**src/rtl/voice_allocator.sv**
```systemverilog
// voice_allocator: assigns MIDI note events to voice slots (retrigger, free, else LRU steal)
module voice_allocator #(
  parameter int NUM_VOICES = 8,
  parameter int VOICE_W    = 3
) (
  input  logic                  clk,
  input  logic                  rst_n,
  input  logic                  note_pressed,
  input  logic                  note_released,
  input  logic [6:0]            note,
  input  logic [6:0]            velocity,
  input  logic [3:0]            channel,
  output logic                  busy,
  output logic                  voice_we,
  output logic [VOICE_W-1:0]    voice_idx,
  output logic [6:0]            voice_note,
  output logic [6:0]            voice_vel,
  output logic                  voice_gate,
  output logic                  steal,
  output logic                  drop,
  output logic [NUM_VOICES-1:0] active_mask
);
  localparam logic [1:0] S_IDLE  = 2'd0;
  localparam logic [1:0] S_SCAN  = 2'd1;
  localparam logic [1:0] S_WRITE = 2'd2;
  localparam logic [VOICE_W-1:0] LAST = VOICE_W'(NUM_VOICES - 1);
  logic [1:0]            r_state;
  logic [VOICE_W-1:0]    r_cnt;
  logic [6:0]            r_note;
  logic [6:0]            r_vel;
  logic [3:0]            r_ch;
  logic                  r_on;
  logic [NUM_VOICES-1:0] r_active;
  logic [6:0]            r_snote [NUM_VOICES];
  logic [3:0]            r_sch   [NUM_VOICES];
  logic [VOICE_W-1:0]    r_age   [NUM_VOICES];
  logic                  r_mv;
  logic                  r_fv;
  logic [VOICE_W-1:0]    r_midx;
  logic [VOICE_W-1:0]    r_fidx;
  logic [VOICE_W-1:0]    r_oidx;
  logic                  w_ev;
  logic                  w_hit;
  logic                  w_mv;
  logic                  w_fv;
  logic [VOICE_W-1:0]    w_midx;
  logic [VOICE_W-1:0]    w_fidx;
  logic [VOICE_W-1:0]    w_oidx;
  logic [VOICE_W-1:0]    w_sel;
  logic [VOICE_W-1:0]    w_sel_age;
  logic                  w_last;
  logic                  w_go;
  assign busy        = r_state != S_IDLE;
  assign active_mask = r_active;
  assign w_ev        = note_pressed | note_released;
  // Scan trackers folded with the slot under inspection so the last slot is decided combinationally
  assign w_hit     = r_active[r_cnt] && r_snote[r_cnt] == r_note && r_sch[r_cnt] == r_ch;
  assign w_mv      = r_mv | w_hit;
  assign w_fv      = r_fv | ~r_active[r_cnt];
  assign w_midx    = r_mv ? r_midx : r_cnt;
  assign w_fidx    = r_fv ? r_fidx : r_cnt;
  assign w_oidx    = r_age[r_cnt] == LAST ? r_cnt : r_oidx;
  assign w_sel     = w_mv ? w_midx : w_fv ? w_fidx : w_oidx;
  assign w_sel_age = r_age[w_sel];
  assign w_last    = r_cnt == LAST;
  assign w_go      = r_on | w_mv;
  always_ff @(posedge clk) begin
    if (!rst_n) begin
      r_state    <= S_IDLE;
      r_cnt      <= '0;
      r_note     <= '0;
      r_vel      <= '0;
      r_ch       <= '0;
      r_on       <= 1'b0;
      r_active   <= '0;
      r_mv       <= 1'b0;
      r_fv       <= 1'b0;
      r_midx     <= '0;
      r_fidx     <= '0;
      r_oidx     <= '0;
      voice_we   <= 1'b0;
      voice_idx  <= '0;
      voice_note <= '0;
      voice_vel  <= '0;
      voice_gate <= 1'b0;
      steal      <= 1'b0;
      drop       <= 1'b0;
      for (int i = 0; i < NUM_VOICES; i++) begin
        r_age[i]   <= VOICE_W'(i);
        r_snote[i] <= '0;
        r_sch[i]   <= '0;
      end
    end else begin
      voice_we <= 1'b0;
      steal    <= 1'b0;
      drop     <= w_ev & (busy | (note_pressed & note_released));
      if (r_state == S_IDLE && w_ev) begin
        r_state <= S_SCAN;
        r_cnt   <= '0;
        r_note  <= note;
        r_vel   <= velocity;
        r_ch    <= channel;
        r_on    <= note_pressed && velocity != 7'd0;
        r_mv    <= 1'b0;
        r_fv    <= 1'b0;
        r_oidx  <= '0;
      end else if (r_state == S_SCAN) begin
        r_cnt  <= r_cnt + 1'b1;
        r_mv   <= w_mv;
        r_fv   <= w_fv;
        r_midx <= w_midx;
        r_fidx <= w_fidx;
        r_oidx <= w_oidx;
        if (w_last) begin
          r_state <= w_go ? S_WRITE : S_IDLE;
          if (w_go) begin
            voice_we        <= 1'b1;
            voice_idx       <= w_sel;
            voice_note      <= r_note;
            voice_vel       <= r_vel;
            voice_gate      <= r_on;
            steal           <= r_on & ~w_mv & ~w_fv;
            r_active[w_sel] <= r_on;
            if (r_on) begin
              r_snote[w_sel] <= r_note;
              r_sch[w_sel]   <= r_ch;
              for (int i = 0; i < NUM_VOICES; i++)
                r_age[i] <= VOICE_W'(i) == w_sel ? '0 : r_age[i] < w_sel_age ? r_age[i] + 1'b1 : r_age[i];
            end
          end
        end
      end else if (r_state == S_WRITE) begin
        r_state <= S_IDLE;
      end
    end
  end
endmodule

```
**config.mk**
```make
export PLATFORM = sky130hd
export DESIGN_NAME = voice_allocator
export DESIGN_NICKNAME = d
export VERILOG_FILES = /design/src/rtl/voice_allocator.sv
export SDC_FILE = /design/constraint.sdc
export NUM_CORES = 1
export LEC_CHECK = 0
export BUFFER_PORTS_ARGS = -buffer_cell sky130_fd_sc_hd__buf_2
export CAP_MARGIN = 10
export CORE_MARGIN = 4
export CORE_UTILIZATION = 31
export CTS_BUF_LIST = sky130_fd_sc_hd__clkbuf_4 sky130_fd_sc_hd__clkbuf_8 sky130_fd_sc_hd__clkbuf_16
export CTS_CLUSTER_SIZE = 14
export DETAILED_ROUTE_END_ITERATION = 7
export GPL_ROUTABILITY_DRIVEN = 0
export PLACE_DENSITY_LB_ADDON = 0.25
export SETUP_SLACK_MARGIN = 0.15
export SLEW_MARGIN = 20
export SYNTH_ARGS = -nofsm -noshare
export SYNTH_HDL_FRONTEND = slang
export SYNTH_SLANG_ARGS = --single-unit
```
**constraint.sdc**
```tcl
create_clock -name clk -period 10.4 [get_ports clk]
set_clock_uncertainty 0.1 [all_clocks]
set_input_delay 2.08 -clock clk [delete_from_list [all_inputs] [get_ports clk]]
set_output_delay 2.08 -clock clk [all_outputs]
set_load 0.03 [all_outputs]
```
==> results.toml <==
[cts]
cts_tree = "built"
clock-sinks = 179
clockBufferDepth = 2
worstSkewPairLatency_ns = 0.44
clock-root-buffer = "clkbuf_16"
cts_setup_buffers = 0
ctsHoldBuffers = 0
path_clk_slew_ns = 0.07
cts_max_level = 4
cts_made_buffers = 17
post_cts_resized = 0

[grt]
grt-ovfl-total = 0
grt_max_degree = 82
antenna_found_initial = 0
globalRouteTotalUtil_pct = 15.1
grt_pass1_wl_um = 36400
first_global_vias = 6089

[synthesis]
syn_nets = 839
synth-compound-area-share_pct = 11.0
ys_seq_area_share_pct = 52.9
synth_edf_count = 112
synth_top_family_by_area = "simple AND/OR/NAND/NOR gates"
syn_area_um2 = 8890
synth_area_per_cell_um2 = 11.1
ys.flop_type = "edfxtp_1"
yosys.area_share.simple_pct = 18.4
synth-seq-cells = 179
async_flop_share_pct = 0
synth_xor_area_share_pct = 1.87
synth_warnings = 0
synthAdderAreaFrac_pct = 2.65
synthCells = 799
muxShareOfSynthArea_pct = 9.48
synth_cell_types = 61

[floorplan]
dieHeight_um = 177
dieArea_um2 = 31400
coreArea_um2 = 28000
start_util_pct = 31.7
row_count = 61
top_level_ports = 52
die_w_um = 177

[finish]
diodes = 0
area_delta_synth_final_pct = 13.6
final_layout_size_suffix_gt1_share_pct = 17.1
fin_nets = 863
stdcell_area_um2 = 10100
final_common_cell = "nand2_1"
layout_common_cells = "113 x nand2_1, 112 x edfxtp_1, 66 x dfxtp_1"

[route]
drcViolationCount = 0
num_vias = 6106
via_per_inst = 5.03
antenna_left = 0
drt_iter0_drc = 384
drt-pass1-iter-count = 4
routed_wl_um = 23200
wl_per_cell_um = 19.1

[critical_path]
cp.required_ns = 10.41
crit_slowest_cell = "dfxtp_2"
cpPeakStageDelay_ns = 0.94
path_cells = "mux4_2 -> mux2i_1 -> xor2_1 -> nand4_2 -> nor3_2 -> mux2i_1 -> nand2_1 -> nor2_1 -> a211oi_1 -> a21oi_1 -> ha_1 -> and3b_1 -> a32o_1 -> a21oi_1"
path_max_fanout = 30
cp_top_family = "simple AND/OR/NAND/NOR gates"
cp-end-kind = "register"
start_kind = "register"
crit_arrival_ns = 5.92
crit_buf_inv = 0
crit_type = "register to register"

[placement]
hpwl_um = 15000
io_buffers = 51
place_area_um2 = 9510

[timing]
period_minus_slack_ns = 5.91
finalCritPeriodShare_pct = 56.8
setup-violations-final = 0
fin_setup_tns_ns = 0
drv_slew = 0
hold_viol_final = 0
timing.fmax_mhz = 169
relSlewSlack_pct = 28.6
worstMarginPinSlew_ns = 1.07
rsz0062_at_grt = "false"

[hold_path]
min_path_type = "register to register"

[pwr]
vdd_ir_drop_max_mv = 0.105
p_leak_nw = 3.79
powerDensity_nw_per_um2 = 159
p_total_w = 0.00160

[outcome]
outcome = "finished, final reports clean"

[flow_run]
max_cap_violations = 0
## worst register-to-register path, delay by kind of cell (launching register included)
kind,cells,cell delay [ns]
AOI/OAI and AO/OA,4,1.27
xor gates and xnor gates,1,0.20
adders and majority gates,1,0.37
DFF,1,0.94
muxes,3,1.23
and+or+nand+nor,5,1.50
## worst paths after layout
| kind | start | end | slack, ns | cells after the start |
|---|---|---|---|---|
| setup / recovery | register | r_age[6][0]$_SDFFCE_PP0P_ | 4.49 | 14 |
| hold / removal | r_vel[2]$_SDFFE_PN0P_ | voice_vel[2]$_SDFFE_PN0P_ | 0.37 | 2 |
| setup reg to reg | register | r_age[6][0]$_SDFFCE_PP0P_ | 4.49 | 14 |
| hold reg to reg | r_vel[2]$_SDFFE_PN0P_ | voice_vel[2]$_SDFFE_PN0P_ | 0.37 | 2 |
## power breakdown
part,internal (W),switching [W],leakage [nW]
logic,0.0000579,0.0000896,1.83
registers,0.000776,0.0000284,1.67
clock network,0.000329,0.000319,0.291
total,0.00116,0.000437,3.79
## flip-flops by register name (all words and copies together) (netlist names), 2 cells and up, named ones only
register,count
r_snote,56
r_sch,32
r_age,24
active_mask,8
r_note,7
r_vel,7
voice_note,7
voice_vel,7
r_ch,4
r_cnt,3
r_fidx,3
r_midx,3
r_oidx,3
voice_idx,3
r_state,2
## cells by family after synthesis
kind of cell,Yosys count
AOI/OAI and AO/OA,135
muxes,56
DFF,179
adders and majority gates,19
buffers and inverters,75
xor gates and xnor gates,19
and+or+nand+nor,316
## cells in the mapped netlist, drive strengths merged (6+ instances only)
| master | count | area, µm² |
|---|---|---|
| clkbuf | 46 | 173 |
| and3 | 58 | 363 |
| o22a | 7 | 61.3 |
| buf | 18 | 105 |
| ha | 18 | 225 |
| nor2 | 37 | 139 |
| nand3 | 7 | 35.0 |
| a21oi | 17 | 85.1 |
| nor2b | 11 | 68.8 |
| mux2i | 29 | 290 |
| mux4 | 22 | 495 |
| xor2 | 11 | 96.3 |
| edfxtp | 112 | 3360 |
| dfxtp | 67 | 1340 |
| nor3 | 8 | 50.1 |
| o21ai | 30 | 150 |
| a32o | 7 | 70.1 |
| nand2 | 113 | 424 |
| a21boi | 41 | 308 |
| nand4 | 10 | 81.3 |
| a21o | 7 | 52.6 |
| inv | 11 | 41.3 |
| nand4b | 6 | 52.6 |
| xnor2 | 8 | 70.1 |
| and2 | 51 | 319 |
## layer usage
| metal | vias up | global-route usage (%) | share of wire (%) |
|---|---|---|---|
| met4 | 0 | 4.67 | 1.8 |
| met2 | 113 | 24.0 | 47 |
| met5 | - | 0 | 0 |
| met3 | 24 | 2.32 | 2.7 |
| li1 | 2949 | - | - |
| met1 | 3020 | 21.3 | 48 |
## per-stage QoR
step                      instances  worst slack (ns)  hold slack, ns  utilization (%)
after floorplan                 799              5.70           0.341                -
after global placement         1182              4.56           0.351             33.9
after detailed placement       1182              4.43           0.358             33.9
after CTS                      1214              4.45           0.369             36.0
after global routing           1214              3.94           0.383             36.0
final                          1214              4.49           0.365             36.0
## layout make-up
type | instances | area [µm²]
tap | 378 | 473
fill | 2821 | 17900
inverter | 11 | 41.3
clock buffer | 18 | 433
sequential | 179 | 4710
clock inverter | 14 | 153
timing repair buffer | 69 | 390
multi-input combinational | 545 | 3900
Power figures use the tool's default switching activity.
